### config.mk
export PLATFORM = sky130hd
export DESIGN_NAME = uart_cmd_decoder
export DESIGN_NICKNAME = d
export VERILOG_FILES = /design/src/rtl/vpu_uart_pkg.sv /design/src/rtl/uart_resp_serializer.sv /design/src/rtl/uart_cmd_decoder.sv
export SDC_FILE = /design/constraint.sdc
export NUM_CORES = 1
export LEC_CHECK = 0
export ABC_AREA = 1
export CORE_UTILIZATION = 50
export CTS_CLUSTER_DIAMETER = 80
export DETAILED_ROUTE_END_ITERATION = 8
export PLACE_DENSITY = 0.73
export SETUP_SLACK_MARGIN = 0.02
export SLEW_MARGIN = 30
export SYNTH_ARGS = -nofsm -noshare
export SYNTH_HDL_FRONTEND = slang
export SYNTH_HIERARCHICAL = 1
export SYNTH_SLANG_ARGS = --single-unit
### constraint.sdc
create_clock -name clk -period 9.55 [get_ports clk]
set_input_delay 2.3875 -clock clk [delete_from_list [all_inputs] [get_ports clk]]
set_output_delay 2.3875 -clock clk [all_outputs]
set_load 0.1 [all_outputs]
### src/rtl/vpu_uart_pkg.sv
// Shared constants and state encodings for the host UART command path into the VPU.
package vpu_uart_pkg;

  localparam logic [7:0] OP_WR = 8'h57;
  localparam logic [7:0] OP_RD = 8'h52;
  localparam logic [7:0] ACK   = 8'h06;
  localparam logic [7:0] NAK   = 8'h15;

  // StSend covers the whole response; the serializer owns the SEND/SEND_WAIT handshake.
  typedef enum logic [2:0] {
    StIdle,
    StGetAddr,
    StGetData,
    StGetCsum,
    StExec,
    StWaitRd,
    StSend
  } dec_state_e;

  typedef enum logic [1:0] {
    SerIdle,
    SerSend,
    SerWait
  } ser_state_e;

endpackage

### src/rtl/uart_resp_serializer.sv
// Shifts out a loaded response (1..DATA_BYTES+1 bytes, first byte in bits [7:0]) through the
// UART transmitter start/busy/done handshake.
module uart_resp_serializer
  import vpu_uart_pkg::*;
#(
  parameter int unsigned DATA_BYTES = 4
) (
  input  logic                              clk,
  input  logic                              rst,
  input  logic                              load,
  input  logic [8*(DATA_BYTES+1)-1:0]       load_bytes,
  input  logic [$clog2(DATA_BYTES+2)-1:0]   load_cnt,
  output logic [7:0]                        tx_data,
  output logic                              tx_en,
  input  logic                              tx_busy,
  input  logic                              tx_done,
  output logic                              done
);

  localparam int unsigned BufW = 8 * (DATA_BYTES + 1);
  localparam int unsigned CntW = $clog2(DATA_BYTES + 2);

  ser_state_e        state_q, state_d;
  logic [BufW-1:0]   buf_q, buf_d;
  logic [CntW-1:0]   left_q, left_d;

  always_ff @(posedge clk or posedge rst) begin
    if (rst) begin
      state_q <= SerIdle;
      buf_q   <= '0;
      left_q  <= '0;
    end else begin
      state_q <= state_d;
      buf_q   <= buf_d;
      left_q  <= left_d;
    end
  end

  always_comb begin
    state_d = state_q;
    buf_d   = buf_q;
    left_d  = left_q;
    tx_en   = 1'b0;
    done    = 1'b0;
    unique case (state_q)
      SerIdle: begin
        if (load && load_cnt != '0) begin
          buf_d   = load_bytes;
          left_d  = load_cnt;
          state_d = SerSend;
        end
      end
      SerSend: begin
        if (!tx_busy) begin
          tx_en   = 1'b1;
          state_d = SerWait;
        end
      end
      SerWait: begin
        // tx_data stays on buf_q[7:0] until the transmitter reports the byte sent.
        if (tx_done) begin
          buf_d  = buf_q >> 8;
          left_d = left_q - CntW'(1);
          if (left_q == CntW'(1)) begin
            done    = 1'b1;
            state_d = SerIdle;
          end else begin
            state_d = SerSend;
          end
        end
      end
      default: state_d = SerIdle;
    endcase
  end

  assign tx_data = buf_q[7:0];

endmodule

### src/rtl/uart_cmd_decoder.sv
// Host command decoder: assembles read/write frames from UART bytes, checks the XOR checksum,
// issues single-cycle VPU register bus requests and answers with ACK/NAK plus read data.
module uart_cmd_decoder
  import vpu_uart_pkg::*;
#(
  parameter int unsigned DATA_BYTES  = 4,
  parameter int unsigned ADDR_W      = 8,
  parameter int unsigned TIMEOUT_CYC = 50000
) (
  input  logic                    clk,
  input  logic                    rst,
  input  logic [7:0]              rx_data,
  input  logic                    rx_done,
  input  logic                    rx_parity_err,
  output logic [7:0]              tx_data,
  output logic                    tx_en,
  input  logic                    tx_busy,
  input  logic                    tx_done,
  output logic [ADDR_W-1:0]       bus_addr,
  output logic [8*DATA_BYTES-1:0] bus_wdata,
  output logic                    bus_wr_en,
  output logic                    bus_rd_en,
  input  logic [8*DATA_BYTES-1:0] bus_rdata,
  input  logic                    bus_rvalid,
  output logic                    busy,
  output logic                    err
);

  localparam int unsigned W    = 8 * DATA_BYTES;
  localparam int unsigned CntW = $clog2(DATA_BYTES + 2);
  localparam int unsigned IdxW = $clog2(DATA_BYTES + 1);
  localparam int unsigned TmoW = $clog2(TIMEOUT_CYC + 1);

  dec_state_e        state_q, state_d;
  logic [7:0]        csum_q, csum_d;
  logic [TmoW-1:0]   tmo_q, tmo_d;
  logic [IdxW-1:0]   idx_q, idx_d;
  logic              is_wr_q, is_wr_d;
  logic              match_q, match_d;
  logic [ADDR_W-1:0] addr_sh_q, addr_sh_d, bus_addr_q, bus_addr_d;
  logic [W-1:0]      wdata_sh_q, wdata_sh_d, bus_wdata_q, bus_wdata_d;

  logic              rx_ok, rx_bad, send_nak, tmo_hit;
  logic              ser_load, ser_done;
  logic [W+7:0]      ser_bytes;
  logic [CntW-1:0]   ser_cnt;

  assign rx_ok   = rx_done & ~rx_parity_err;
  assign rx_bad  = rx_done & rx_parity_err;
  assign tmo_hit = (tmo_q == TmoW'(TIMEOUT_CYC - 1));

  always_ff @(posedge clk or posedge rst) begin
    if (rst) begin
      state_q     <= StIdle;
      csum_q      <= '0;
      tmo_q       <= '0;
      idx_q       <= '0;
      is_wr_q     <= 1'b0;
      match_q     <= 1'b0;
      addr_sh_q   <= '0;
      wdata_sh_q  <= '0;
      bus_addr_q  <= '0;
      bus_wdata_q <= '0;
    end else begin
      state_q     <= state_d;
      csum_q      <= csum_d;
      tmo_q       <= tmo_d;
      idx_q       <= idx_d;
      is_wr_q     <= is_wr_d;
      match_q     <= match_d;
      addr_sh_q   <= addr_sh_d;
      wdata_sh_q  <= wdata_sh_d;
      bus_addr_q  <= bus_addr_d;
      bus_wdata_q <= bus_wdata_d;
    end
  end

  always_comb begin
    state_d     = state_q;
    csum_d      = csum_q;
    tmo_d       = '0;
    idx_d       = idx_q;
    is_wr_d     = is_wr_q;
    match_d     = match_q;
    addr_sh_d   = addr_sh_q;
    wdata_sh_d  = wdata_sh_q;
    bus_addr_d  = bus_addr_q;
    bus_wdata_d = bus_wdata_q;
    bus_wr_en   = 1'b0;
    bus_rd_en   = 1'b0;
    err         = 1'b0;
    send_nak    = 1'b0;
    ser_load    = 1'b0;
    ser_bytes   = {{W{1'b0}}, NAK};
    ser_cnt     = CntW'(1);

    // The idle counter only runs while a frame is partially received.
    if (state_q inside {StGetAddr, StGetData, StGetCsum}) begin
      tmo_d = rx_done ? '0 : tmo_q + TmoW'(1);
    end

    unique case (state_q)
      StIdle: begin
        csum_d = '0;
        idx_d  = '0;
        if (rx_bad) begin
          send_nak = 1'b1;
        end else if (rx_ok) begin
          if (rx_data == OP_WR || rx_data == OP_RD) begin
            is_wr_d = (rx_data == OP_WR);
            csum_d  = rx_data;
            state_d = StGetAddr;
          end else begin
            send_nak = 1'b1;
          end
        end
      end
      StGetAddr: begin
        if (rx_bad) begin
          send_nak = 1'b1;
        end else if (rx_ok) begin
          addr_sh_d = rx_data[ADDR_W-1:0];
          csum_d    = csum_q ^ rx_data;
          state_d   = is_wr_q ? StGetData : StGetCsum;
        end else if (tmo_hit) begin
          err     = 1'b1;
          state_d = StIdle;
        end
      end
      StGetData: begin
        if (rx_bad) begin
          send_nak = 1'b1;
        end else if (rx_ok) begin
          // Bytes arrive LSB first, so shift in from the top.
          wdata_sh_d = (wdata_sh_q >> 8) | (W'(rx_data) << (W - 8));
          csum_d     = csum_q ^ rx_data;
          idx_d      = idx_q + IdxW'(1);
          if (idx_q == IdxW'(DATA_BYTES - 1)) state_d = StGetCsum;
        end else if (tmo_hit) begin
          err     = 1'b1;
          state_d = StIdle;
        end
      end
      StGetCsum: begin
        if (rx_bad) begin
          send_nak = 1'b1;
        end else if (rx_ok) begin
          match_d     = (rx_data == csum_q);
          bus_addr_d  = addr_sh_q;
          bus_wdata_d = wdata_sh_q;
          state_d     = StExec;
        end else if (tmo_hit) begin
          err     = 1'b1;
          state_d = StIdle;
        end
      end
      StExec: begin
        if (!match_q) begin
          send_nak = 1'b1;
        end else if (is_wr_q) begin
          bus_wr_en = 1'b1;
          ser_load  = 1'b1;
          ser_bytes = {{W{1'b0}}, ACK};
          state_d   = StSend;
        end else begin
          bus_rd_en = 1'b1;
          state_d   = StWaitRd;
        end
      end
      StWaitRd: begin
        if (bus_rvalid) begin
          ser_load  = 1'b1;
          ser_bytes = {bus_rdata, ACK};
          ser_cnt   = CntW'(DATA_BYTES + 1);
          state_d   = StSend;
        end
      end
      StSend: begin
        if (ser_done) state_d = StIdle;
      end
      default: state_d = StIdle;
    endcase

    if (send_nak) begin
      ser_load = 1'b1;
      err      = 1'b1;
      state_d  = StSend;
    end
    if (rx_done && (state_q inside {StExec, StWaitRd, StSend})) err = 1'b1;
  end

  uart_resp_serializer #(
    .DATA_BYTES (DATA_BYTES)
  ) u_ser (
    .clk        (clk),
    .rst        (rst),
    .load       (ser_load),
    .load_bytes (ser_bytes),
    .load_cnt   (ser_cnt),
    .tx_data    (tx_data),
    .tx_en      (tx_en),
    .tx_busy    (tx_busy),
    .tx_done    (tx_done),
    .done       (ser_done)
  );

  assign bus_addr  = bus_addr_q;
  assign bus_wdata = bus_wdata_q;
  assign busy      = (state_q != StIdle);

endmodule

; ---- Yosys cells after proc, flatten, opt, wreduce, memory -nomap -nowiden
; Index checks and enable logic that the tools add are counted.
; W data, S select, Z words.
[totals]
register_bits = 157
input_bits = 47
out_inout_bits = 53
elab_cells = 148
[classes]
add_sub_neg = 3
n_eq_ne = 31
n_mux = 72
bitwise = 6
n_reduce_logical = 23
[ops]
columns = cell, count
row1 = $pmux W40 S2, 2
row2 = $mux W40, 3
row3 = $mux W3, 21
row4 = $mux W8, 5
row5 = $mux W16, 2
row6 = $or A24 B32 Y32, 1
row7 = $ne A3 B3 Y1 const B, 9
row8 = $mux W1, 26
row9 = $pmux W3 S7, 1
row10 = $reduce_and A3 Y1, 7
row11 = $add A16 B1 Y16 const B, 1
row12 = $eq A16 B16 Y1 const B, 1
row13 = $eq A8 B7 Y1 const B, 2
row14 = $pmux W8 S2, 1
row15 = $pmux W3 S2, 2
row16 = $reduce_bool A3 Y1, 4
row17 = $mux W5, 2
row18 = $ne A2 B2 Y1 const B, 5
row19 = $reduce_and A10 Y1, 1
row20 = $eq A3 B2 Y1 const B, 3
row21 = $eq A3 B3 Y1 const B, 3
row22 = $eq A8 B8 Y1, 1
row23 = $mux W2, 4
row24 = $xor A8 B8 Y8, 1
row25 = 20 further kinds, 27

; ---- Depth between registers and ports, before layout
[logic_depth]
depth_word = 10
ltp_mapped = 17
depth_no_buf = 15

; ---- Cells and area by module
; Netlist, hierarchy kept.
[by_module_without_submodules]
columns = mod, n_inst, cells_each, area_each_um2
row1 = uart_cmd_decoder, 1, 654, 5271.3
row2 = uart_resp_serializer, 1, 354, 2432.3

; ---- Least setup slack after synthesis
; Ideal clock, no wire load.
[synth_path]
path_kind = input-to-output
from = input rx_done
to = output err
arrival_ns = 4.048
required_time_ns = 7.162
setup_slack_ns = 3.115
cell_stages = 3
path_buffers = 0
cell_sequence = inv_1 -> nand2_2 -> o211ai_1
[synth_between]
elab_chain_len = 6
elab_cells_between_ends = 12
cone_classes = mux: 9 / bitwise: 2 / reduce/logical: 1
[synth_rtl]
columns = item, line
row1 = "start, declared", uart_cmd_decoder.sv:13  ; input logic rx_done,
row2 = $and A1 B1 Y1, uart_cmd_decoder.sv:48  ; assign rx_ok = rx_done & ~rx_parity_err;
row3 = $mux W1 (on tied branches), "uart_cmd_decoder.sv:108, uart_cmd_decoder.sv:147"
row4 = $mux W1 (on tied branches), "uart_cmd_decoder.sv:106, uart_cmd_decoder.sv:119"
row5 = $pmux W1 S3 / $mux W1 (equally long branches), --
row6 = $mux W1, uart_cmd_decoder.sv:184  ; if (send_nak) begin
row7 = $mux W1 *, uart_cmd_decoder.sv:189  ; if (rx_done && (state_q inside {StExec, StWaitRd, StSend})) err = 1'b1;
row8 = "end, declared", uart_cmd_decoder.sv:26  ; output logic err
; Mark *: on every way between the ends. The rest lies on a longest branch, timed or not.

; ---- Final worst setup path
[layout_path]
from = input rx_data[4]
to = output err
[layout_between]
elab_chain_len = 8
elab_cells_between_ends = 9
cone_classes = eq/ne: 2 / mux: 6 / reduce/logical: 1
[layout_rtl]
columns = item, line
row1 = "start, declared", uart_cmd_decoder.sv:12  ; input logic [7:0] rx_data,
row2 = $eq A8 B7 Y1, uart_cmd_decoder.sv:109  ; if (rx_data == OP_WR || rx_data == OP_RD) begin
row3 = $logic_or A1 B1 Y1 *, uart_cmd_decoder.sv:109
row4 = $mux W1 *, uart_cmd_decoder.sv:109
row5 = $mux W1 *, uart_cmd_decoder.sv:108  ; end else if (rx_ok) begin
row6 = $mux W1 *, uart_cmd_decoder.sv:106  ; if (rx_bad) begin
row7 = $pmux W1 S3 *, uart_cmd_decoder.sv:102  ; unique case (state_q)
row8 = $mux W1 *, uart_cmd_decoder.sv:184
row9 = $mux W1 *, uart_cmd_decoder.sv:189
; Marks and branches as above.

==> metrics.md <==
| Metric | Value |
|---|---|
| Die area | 15,900 um^2 |
| VDD IR max | 260 uV |
| GR peak layer | met1 |
| #FFs+latches synth | 157 |
| Antenna Violating Nets Remaining | 0 |
| Die Height | 126 um |
| Initial Util | 50.9% |
| CTS Sinks | 157 |
| Core area | 15,100 um^2 |
| CP Capture Type | output port |
| Setup Skew | 0.0130 ns |
| Overall power | 3.34 mW |
| Cell Pwr Density | 358 nW/um^2 |
| Placer Congestion | 0.887 |
| Final core utilization | 61.6% |
| Clock tree buffer depth | 2 |
| Initial antenna violation count | 0 |
| Data required, critical path | 7.16 ns |
| Total CTS buffers | 17 |
| Type of the worst min-delay path | flip-flop to flip-flop |
| Routing usage on met1 | 34.3% |
| Site Rows | 45 |
| Most common cell after layout, fill and taps aside | nand2_1 |
| Worst-Skew Late Latency | 0.43 ns |
| Critical Path Source | rx_data[4] |
| HPWL Detailed | 11.4 mm |
| WHS | 0.469 ns |
| Setup Crit Path Kind | primary input to output port |
| Seq/Total Area, Yosys | 51.0% |
| Max frequency | 136 MHz |
| Total of warnings raised by yosys | 6 |
| Root Buffer | clkbuf_16 |
| Fillers | 1,351 |
| Multi-input gate area | 3180 um^2 |
| RSZ-0062 raised after global routing | no |
| CP arrival | 4.98 ns |
| Max_slew headroom | 31.9% |
| First-pass GRT wire length | 29.1 mm |
| Pre-Repair DR Iteration Count | 5 |
| Synth cell types | 36 |
| Outcome | complete, no violations |
| Met3 usage | 4.46% |
| Area grow syn2layout | 21.1% |
| # IOs | 100 |
| Period utilisation layout | 77.2% |
| DRT iter0 DRCs | 588 |
| Hold_sp | u_ser/buf_q[5]$_DFFE_PP0P_ |
| Die span in x | 126 um |
| Mapped Cells | 1,008 |
| Setup TNS Final | 0 ns |
| Nets | 1,138 |
| CTS tree | done |
| Resized cells post-CTS | 0 |
| Layout cell share with drive strength beyond 1 | 6.37% |
| Fin crit period | 7.37 ns |
| Antenna Cells | 0 |
| Leak pwr | 4.70 nW |
| Hold buffers post-CTS | 0 |
| Drt wl/cell | 13.6 um |
| Final Hold Viols | 0 |
| Max Cap Viol | 0 |
| Avg Cell Area, Syn | 7.64 um^2 |
| Mapped Area | 7700 um^2 |
| Number of global-route vias before repair | 5,872 |
| Grt total ovfl | 0 |
| Reg2reg start | state_q[2]$_DFFE_PP0P_ |
| Detailed-route via count | 6,543 |
| Number of H-tree levels | 4 |
| Post-CTS setup buffer count | 0 |
| Sequential cell area | 3930 um^2 |
| Met2 Resource Use GR | 33.8% |
| Drc violations | 0 |
| Port-buffer cells | 99 |
| Slew of the pin with the lowest slew margin | 1.02 ns |
| Clk pin slew, worst setup/hold paths | 0.07 ns |
| Crit path max fanout | 4 |
| Commonest non-fill, non-tap cells in the layout | nand2_1 (415), dfrtp_1 (157), clkdlybuf4s50_1 (99), nor2_1 (84), inv_1 (72) |
| Overall routing resource usage | 23.0% |
| Endpoints failing setup | 0 |
| Largest net degree at the start of global routing | 71 |
| Max Slew Vio Count | 0 |
| Via-to-Cell Ratio | 5.08 |
| Post-Route WL | 17.4 mm |
| CP Launch Type | primary input |
## path summary, 6_finish.rpt
kind,slack [ns],depth (start not counted),end
setup / recovery,2.18,7,err
hold / removal,0.47,2,u_ser/buf_q[5]$_DFFE_PP0P_
setup reg to reg,5.86,15,u_ser/buf_q[11]$_DFFE_PP0P_
hold reg to reg,0.47,2,u_ser/buf_q[5]$_DFFE_PP0P_
max in group asynchronous,6.18,3,bus_addr[1]$_DFFE_PP0P_
min in group asynchronous,2.40,2,state_q[1]$_DFFE_PP0P_
## critical path: stages
cell,delay (ns)
clkdlybuf4s50_1,0.59
nand2_1,0.10
nor3_2,0.29
nand3_1,0.15
a21oi_1,0.31
o211ai_1,0.15
clkdlybuf4s50_1,1.00
## area by class of cell
type	instances	share of cell area, %
Clock buffer	17	4.56
Clock inverter	15	2.13
Inverter	85	3.53
Multi-Input combinational cell	721	34.1
Sequential cell	157	42.1
Tap cell	188	2.52
Timing Repair Buffer	104	11.1
## kinds of logic (layout without fill, tap and decap cells)
| family | count (synthesis) | in the layout | synth area share [%] |
|---|---|---|---|
| adder cells (fa/ha/maj) | 5 | 5 | 0.812 |
| XOR/XNOR | 10 | 10 | 1.14 |
| other | 2 | 9 | 0.0975 |
| AND/OR/NAND/NOR | 596 | 596 | 31.8 |
| AO/OA/AOI/OAI | 101 | 101 | 6.95 |
| flip-flops | 157 | 157 | 51.0 |
| buffers and inverters | 137 | 221 | 8.22 |
## power breakdown
part	internal, mW	total (mW)	switching [mW]
logic	0.382	1.60	1.22
clock network	0.377	0.689	0.312
registers	0.894	1.05	0.159
## state kept, by name, summed over array words and instances (netlist names), 3 cells and up
register,flops
u_ser/buf_q,40
bus_wdata,32
wdata_sh_q,32
tmo_q,16
addr_sh_q,8
bus_addr,8
csum_q,8
idx_q,3
state_q,3
u_ser/left_q,3
## synth_stat cells
master | n | area share [%]
nand3_2 | 2 | 0.26
nand3_4 | 1 | 0.23
and3_1 | 1 | 0.081
nor2_8 | 1 | 0.26
clkbuf_1 | 16 | 0.78
buf_2 | 14 | 0.91
inv_2 | 7 | 0.34
conb_1 | 2 | 0.097
nand4_1 | 5 | 0.41
a22o_1 | 1 | 0.11
buf_6 | 3 | 0.44
nor2_2 | 2 | 0.16
nand2_4 | 1 | 0.15
nor3_2 | 1 | 0.13
ha_1 | 5 | 0.81
nand2_2 | 7 | 0.57
o22a_1 | 2 | 0.23
o31ai_2 | 1 | 0.16
a31oi_1 | 1 | 0.081
xor2_1 | 5 | 0.57
inv_4 | 3 | 0.24
nor2_1 | 85 | 4.1
nand3_1 | 63 | 4.1
nor2_4 | 4 | 0.58
o211ai_1 | 3 | 0.29
nand2_1 | 416 | 20
dfrtp_1 | 157 | 51
a21oi_1 | 16 | 1.0
xnor2_1 | 5 | 0.57
o22ai_1 | 2 | 0.16
inv_1 | 74 | 3.6
o21ai_1 | 31 | 2.0
clkinv_1 | 1 | 0.049
buf_4 | 19 | 1.9
nor3_1 | 7 | 0.45
o21ai_0 | 44 | 2.9
## metal layers
metal  up-vias  part of all wire [%]
met3        20                   5.1
met4         0                   1.3
met5         -                     0
met1      3085                    48
li1       3281                     -
met2       157                    45
## stage by stage
stage	cell area (um^2)	instances	setup WS [ns]
floorplan	7730	1015	3.11
global placement	8690	1255	2.25
detailed placement	8700	1255	2.23
CTS	9320	1287	2.23
global route	9330	1287	2.06
finish	9330	1287	2.18
(Power assumes the default switching activity.)
